<file path="src/rtl/mulacc_feeder.sv">
// Operand feeder for a two-phase multiply-accumulator: a small registered FIFO
// followed by an IDLE/PH0/PH1 issue FSM that presents each operand for two enabled cycles.
module mulacc_feeder #(
    parameter int WIDTH = 8,
    parameter int DEPTH = 4
) (
    input  logic             clk,
    input  logic             reset,
    input  logic             in_valid,
    input  logic [WIDTH-1:0] in_data,
    output logic             in_ready,
    input  logic             stall,
    output logic             en,
    output logic [WIDTH-1:0] x,
    output logic             busy,
    output logic [7:0]       issued
);

    localparam int AW = $clog2(DEPTH);
    localparam logic [AW:0]   FULL_COUNT = (AW+1)'(DEPTH);
    localparam logic [AW:0]   CNT_ONE    = (AW+1)'(1'b1);
    localparam logic [AW-1:0] PTR_ONE    = AW'(1'b1);

    typedef enum logic [1:0] {
        IDLE = 2'd0,
        PH0  = 2'd1,
        PH1  = 2'd2
    } state_t;

    state_t           state_r;
    state_t           state_nxt_s;
    logic [WIDTH-1:0] mem_r [DEPTH];
    logic [AW-1:0]    wr_ptr_r;
    logic [AW-1:0]    rd_ptr_r;
    logic [AW:0]      count_r;
    logic [WIDTH-1:0] operand_r;
    logic [7:0]       issued_r;
    logic             push_s;
    logic             pop_s;
    logic             inc_s;
    logic             fifo_empty_s;
    logic             fifo_full_s;

    // FIFO status is derived only from registered occupancy, so no fall-through.
    always_comb begin
        fifo_empty_s = (count_r == {(AW+1){1'b0}});
        fifo_full_s  = (count_r == FULL_COUNT);
        push_s       = in_valid & ~fifo_full_s;
    end

    // Issue FSM next-state logic: pop on IDLE start or PH1 hand-over, count on PH1 exit.
    always_comb begin
        state_nxt_s = state_r;
        pop_s       = 1'b0;
        inc_s       = 1'b0;
        case (state_r)
            IDLE: begin
                if (!fifo_empty_s && !stall) begin
                    pop_s       = 1'b1;
                    state_nxt_s = PH0;
                end else begin
                    state_nxt_s = IDLE;
                end
            end
            PH0: begin
                if (!stall) begin
                    state_nxt_s = PH1;
                end else begin
                    state_nxt_s = PH0;
                end
            end
            PH1: begin
                if (!stall) begin
                    inc_s = 1'b1;
                    if (!fifo_empty_s) begin
                        pop_s       = 1'b1;
                        state_nxt_s = PH0;
                    end else begin
                        state_nxt_s = IDLE;
                    end
                end else begin
                    state_nxt_s = PH1;
                end
            end
            default: begin
                state_nxt_s = IDLE;
            end
        endcase
    end

    // FSM state, operand and issue-count registers.
    always_ff @(posedge clk or negedge reset) begin
        if (!reset) begin
            state_r   <= IDLE;
            operand_r <= {WIDTH{1'b0}};
            issued_r  <= 8'd0;
        end else begin
            state_r <= state_nxt_s;
            if (pop_s) begin
                operand_r <= mem_r[rd_ptr_r];
            end else begin
                operand_r <= operand_r;
            end
            if (inc_s) begin
                issued_r <= issued_r + 8'd1;
            end else begin
                issued_r <= issued_r;
            end
        end
    end

    // FIFO pointers and occupancy; pointers wrap naturally since DEPTH is a power of two.
    always_ff @(posedge clk or negedge reset) begin
        if (!reset) begin
            wr_ptr_r <= {AW{1'b0}};
            rd_ptr_r <= {AW{1'b0}};
            count_r  <= {(AW+1){1'b0}};
        end else begin
            if (push_s) begin
                wr_ptr_r <= wr_ptr_r + PTR_ONE;
            end else begin
                wr_ptr_r <= wr_ptr_r;
            end
            if (pop_s) begin
                rd_ptr_r <= rd_ptr_r + PTR_ONE;
            end else begin
                rd_ptr_r <= rd_ptr_r;
            end
            case ({push_s, pop_s})
                2'b10:   count_r <= count_r + CNT_ONE;
                2'b01:   count_r <= count_r - CNT_ONE;
                default: count_r <= count_r;
            endcase
        end
    end

    // FIFO storage; cleared on reset so no stale operand survives an abandoned run.
    always_ff @(posedge clk or negedge reset) begin
        if (!reset) begin
            for (int i = 0; i < DEPTH; i++) begin
                mem_r[i] <= {WIDTH{1'b0}};
            end
        end else begin
            if (push_s) begin
                mem_r[wr_ptr_r] <= in_data;
            end else begin
                mem_r[wr_ptr_r] <= mem_r[wr_ptr_r];
            end
        end
    end

    // Output decode; en must drop within the same cycle as stall.
    always_comb begin
        in_ready = ~fifo_full_s;
        en       = (state_r != IDLE) & ~stall;
        x        = operand_r;
        busy     = (state_r != IDLE) | ~fifo_empty_s;
        issued   = issued_r;
    end

endmodule

</file>
<file path="config.mk">
export PLATFORM = sky130hd
export DESIGN_NAME = mulacc_feeder
export DESIGN_NICKNAME = d
export VERILOG_FILES = /design/src/rtl/mulacc_feeder.sv
export SDC_FILE = /design/constraint.sdc
export NUM_CORES = 1
export LEC_CHECK = 0
export CAP_MARGIN = 20
export CORE_ASPECT_RATIO = 2
export CORE_MARGIN = 2
export CORE_UTILIZATION = 55
export DETAILED_ROUTE_END_ITERATION = 8
export DONT_BUFFER_PORTS = 1
export PLACE_DENSITY = 0.78
export SKIP_LAST_GASP = 1
export SLEW_MARGIN = 20
export SYNTH_ARGS = -nofsm -noshare
export SYNTH_HDL_FRONTEND = slang
export SYNTH_SLANG_ARGS = --single-unit
</file>
<file path="constraint.sdc">
create_clock -name clk -period 2.3 [get_ports clk]
set_clock_uncertainty 0.05 [all_clocks]
set_input_delay 0.115 -clock clk [delete_from_list [all_inputs] [get_ports clk]]
set_output_delay 0.115 -clock clk [all_outputs]
set_load 0.02 [all_outputs]
</file>
==> impl_metrics.ini <==
[routing]
ant_nets = 0
dr_wl_met3_microns = 284
drt-met1-wl_microns = 2240
drc = 0
vias = 1915
drtIter0Drc = 66
dr_wl_met2_microns = 3260
first_pass_iters = 4
vias_per_cell = 6.14
wl_per_cell_microns = 19.0
top_layer_used = met4
wl_microns = 5930

[synthesis]
async_reset_ff_frac = 1.00
synth_top_area_cell = dfrtp_1
postSynthAreaPerCell_sq_um = 11.9
synth.most_common_cell = dfrtp_1
synthMuxAreaShare = 0.178
ys_ff_latch = 57
netlist.area_leader.share = 0.507
synthCells = 236
synthTopCellsByArea = dfrtp_1 51%, mux4_1 7.5%, a31oi_1 7.1%
synthFlopType = dfrtp_1
synthSimpleGateAreaFrac = 0.113
synth_top_family_by_area = multiplexers
synth_cell_types = 31
ys_warn_count = 0
synth_compound_area_frac = 0.0890
synth_commonest_cells = 57 x dfrtp_1, 37 x nor2_1, 32 x a31oi_1, 10 x nand3_1, 10 x o21ai_0
synth_edf_count = 0
synth_fa_ha_area_frac = 0.0338
synth_seq_area_share = 0.507
synth_xor_area_frac = 0.0405
syn_area_sq_um = 2810
syn_nets = 255

[worst_setup_path]
crit_start = count_r[0]
critPathKind = flip-flop to flip-flop
cpMostUsedCell = xor2_1
timing.critical_path.fanout_max = 4
start_kind = flip-flop
crit_path_end_kind = flip-flop
cp_slowest_cell = dfrtp_1
rrSetupSlack_ns = 0.32
reg2reg_depth = 9
path_cells = nor3b_2, inv_2, nand2_2, ha_1, inv_1, fa_1, xor2_1, nor2_1, xor2_1
crit_required_ns = 2.52
worstPathArrival_ns = 2.20
endpoint = count_r[2]
worst_path_largest_cell_delay_ns = 0.42
r2r_start = count_r[0]
r2r_end = count_r[2]

[timing]
setup_viol = 0
drv_slew = 0
finalCritPeriodShare = 0.863
fin_crit_ns = 1.98
max_freq_ghz = 0.504
rsz0062_at_grt = false
worstMarginPinSlew_ns = 0.593
hold_viol_final = 0
maxSlewHeadroom = 0.605
setup_slack_ns = 0.316
tns_ns = 0

[final_layout]
syn_to_final_growth_pct = 13.2
fin_area_sq_um = 3180
final_nets = 269
drive_above_1_share = 0.176
antenna_cells = 0

[worst_hold_path]
hp-class = primary input to flip-flop

[power]
swShare = 0.387
power.switching_w = 0.00188
seq_power_share = 0.418
combPwrFrac = 0.401
p_total_w = 0.00485
cellPowerDensity_nw_per_um2 = 1520
clkPwrFrac = 0.181
p_int_w = 0.00297
vdd_ir_drop_max_mv = 0.864
p_leak_nw = 1.32

[cts]
clock-root-buffer = clkbuf_8
numCtsBuffers = 9
cts_resized = 0
clkTransAtPathRegs_ns = 0.06
cts.path.max_buffers = 2
cts_tree = done
cts.sinks = 57
htreeDepth = 3
insertion_delay_ns = 0.34

[floorplanning]
fp.dieArea_sq_um = 5730
initial_core_util = 0.573
io-pin-count = 31
die_w_microns = 54.6
rows = 36
dieHeight_microns = 105
core_sq_um = 4910

[run]
cap_viol_max_count = 0

[place]
dp_hpwl_microns = 4210
post_dp_cell_area_sq_um = 2860
numPortBuffers = 0
dp_slack_ns = 0.314
gp_congestion = 0.760

[global_routing]
overflow = 0
antenna_found_initial = 0
grt_pass1_vias = 2062
grt_usage = 0.244
grt_max_degree = 58
grt_first_pass_wirelength_microns = 9660

[outcome]
status = complete, no violations
logic make-up after synthesis:
kind of cell             Yosys count
multiplexers                      26
AND/OR/NAND/NOR                   67
flip-flops                        57
XOR/XNOR                          13
adder cells (fa/ha/maj)            7
AO/OA/AOI/OAI                     42
buffers and inverters             24
worst max-delay path, delay by kind of cell, from the launching register on:
kind,cells,cell delay [ns]
xor gates and xnor gates,2,0.30
adders and majority gates,2,0.58
buffers and inverters,2,0.13
DFF,1,0.42
and+or+nand+nor,3,0.44
what timing repair did:
| action | in CTS | in global routing |
|---|---|---|
| endpoints found under the setup margin | 0 | 0 |
| hold endpoints to repair | 95 | 0 |
| setup buffers | 0 | 0 |
| hold buffers | 11 | 0 |
flip-flops by register name (all words and copies together), names as in the netlist:
register and cells:
state_r 2, x 8, count_r 3, wr_ptr_r 2, issued 8, rd_ptr_r 2
mem_r 32
area by class of cell:
| cell class | count | area, sq um |
|---|---|---|
| Multi-Input combinational cell | 155 | 1280 |
| Clock buffer | 14 | 183 |
| Fill cell | 390 | 1730 |
| Clock inverter | 2 | 10.0 |
| Tap cell | 57 | 71.3 |
| Sequential cell | 57 | 1430 |
| Inverter | 9 | 33.8 |
| Timing Repair Buffer | 18 | 180 |
worst min path at each step:
stage / from / end / slack (ns) / cells past startpoint
floorplan: reset / count_r[0] / -0.23 / 0
global placement: reset / x[2] / -0.23 / 0
detailed placement: reset / mem_r[26] / -0.23 / 0
CTS: in_data[3] / mem_r[11] / 0.009 / 2
global route: in_data[3] / mem_r[3] / 0.02 / 2
finish: in_data[3] / mem_r[11] / 0.02 / 2
power groups by stage:
| stage | logic [W] | clock network [W] | registers, W |
|---|---|---|---|
| after floorplan | 0.00163 | 0 | 0.00184 |
| after global placement | 0.00186 | 0 | 0.00202 |
| after detailed placement | 0.00191 | 0 | 0.00205 |
| after CTS | 0.00197 | 0.000894 | 0.00203 |
| after global routing | 0.00217 | 0.000954 | 0.00210 |
| final | 0.00195 | 0.000876 | 0.00203 |
stage by stage:
| stage | std cells | utilization | hold slack [ns] |
|---|---|---|---|
| final | 312 | 0.648 | 0.0224 |
| after global routing | 312 | 0.648 | 0.0176 |
| after CTS | 312 | 0.648 | 0.00860 |
| after detailed placement | 285 | 0.583 | -0.229 |
| after global placement | 285 | 0.583 | -0.229 |
| after floorplan | 236 | - | -0.231 |
placed cells by master, fill, tap and decap left out, types with 2 or more instances in the layout:
| master | n |
|---|---|
| inv_1 | 8 |
| xnor2_1 | 8 |
| nand2b_1 | 2 |
| nand2_1 | 6 |
| nand4_1 | 3 |
| buf_4 | 7 |
| clkbuf_8 | 13 |
| mux4_2 | 8 |
| xor2_1 | 5 |
| nor3_2 | 2 |
| o21ai_0 | 10 |
| mux4_1 | 8 |
| dlygate4sd3_1 | 10 |
| clkinv_2 | 2 |
| ha_1 | 6 |
| nand3_1 | 10 |
| nor2_1 | 37 |
| dfrtp_1 | 57 |
| a31oi_1 | 32 |
| mux2_2 | 9 |
per-layer routing:
layer,track usage,vias up
met2,0.390,63
li1,-,889
met3,0.0729,11
met1,0.277,952
met5,0,-
met4,0.138,0
Power figures use the tool's default switching activity.
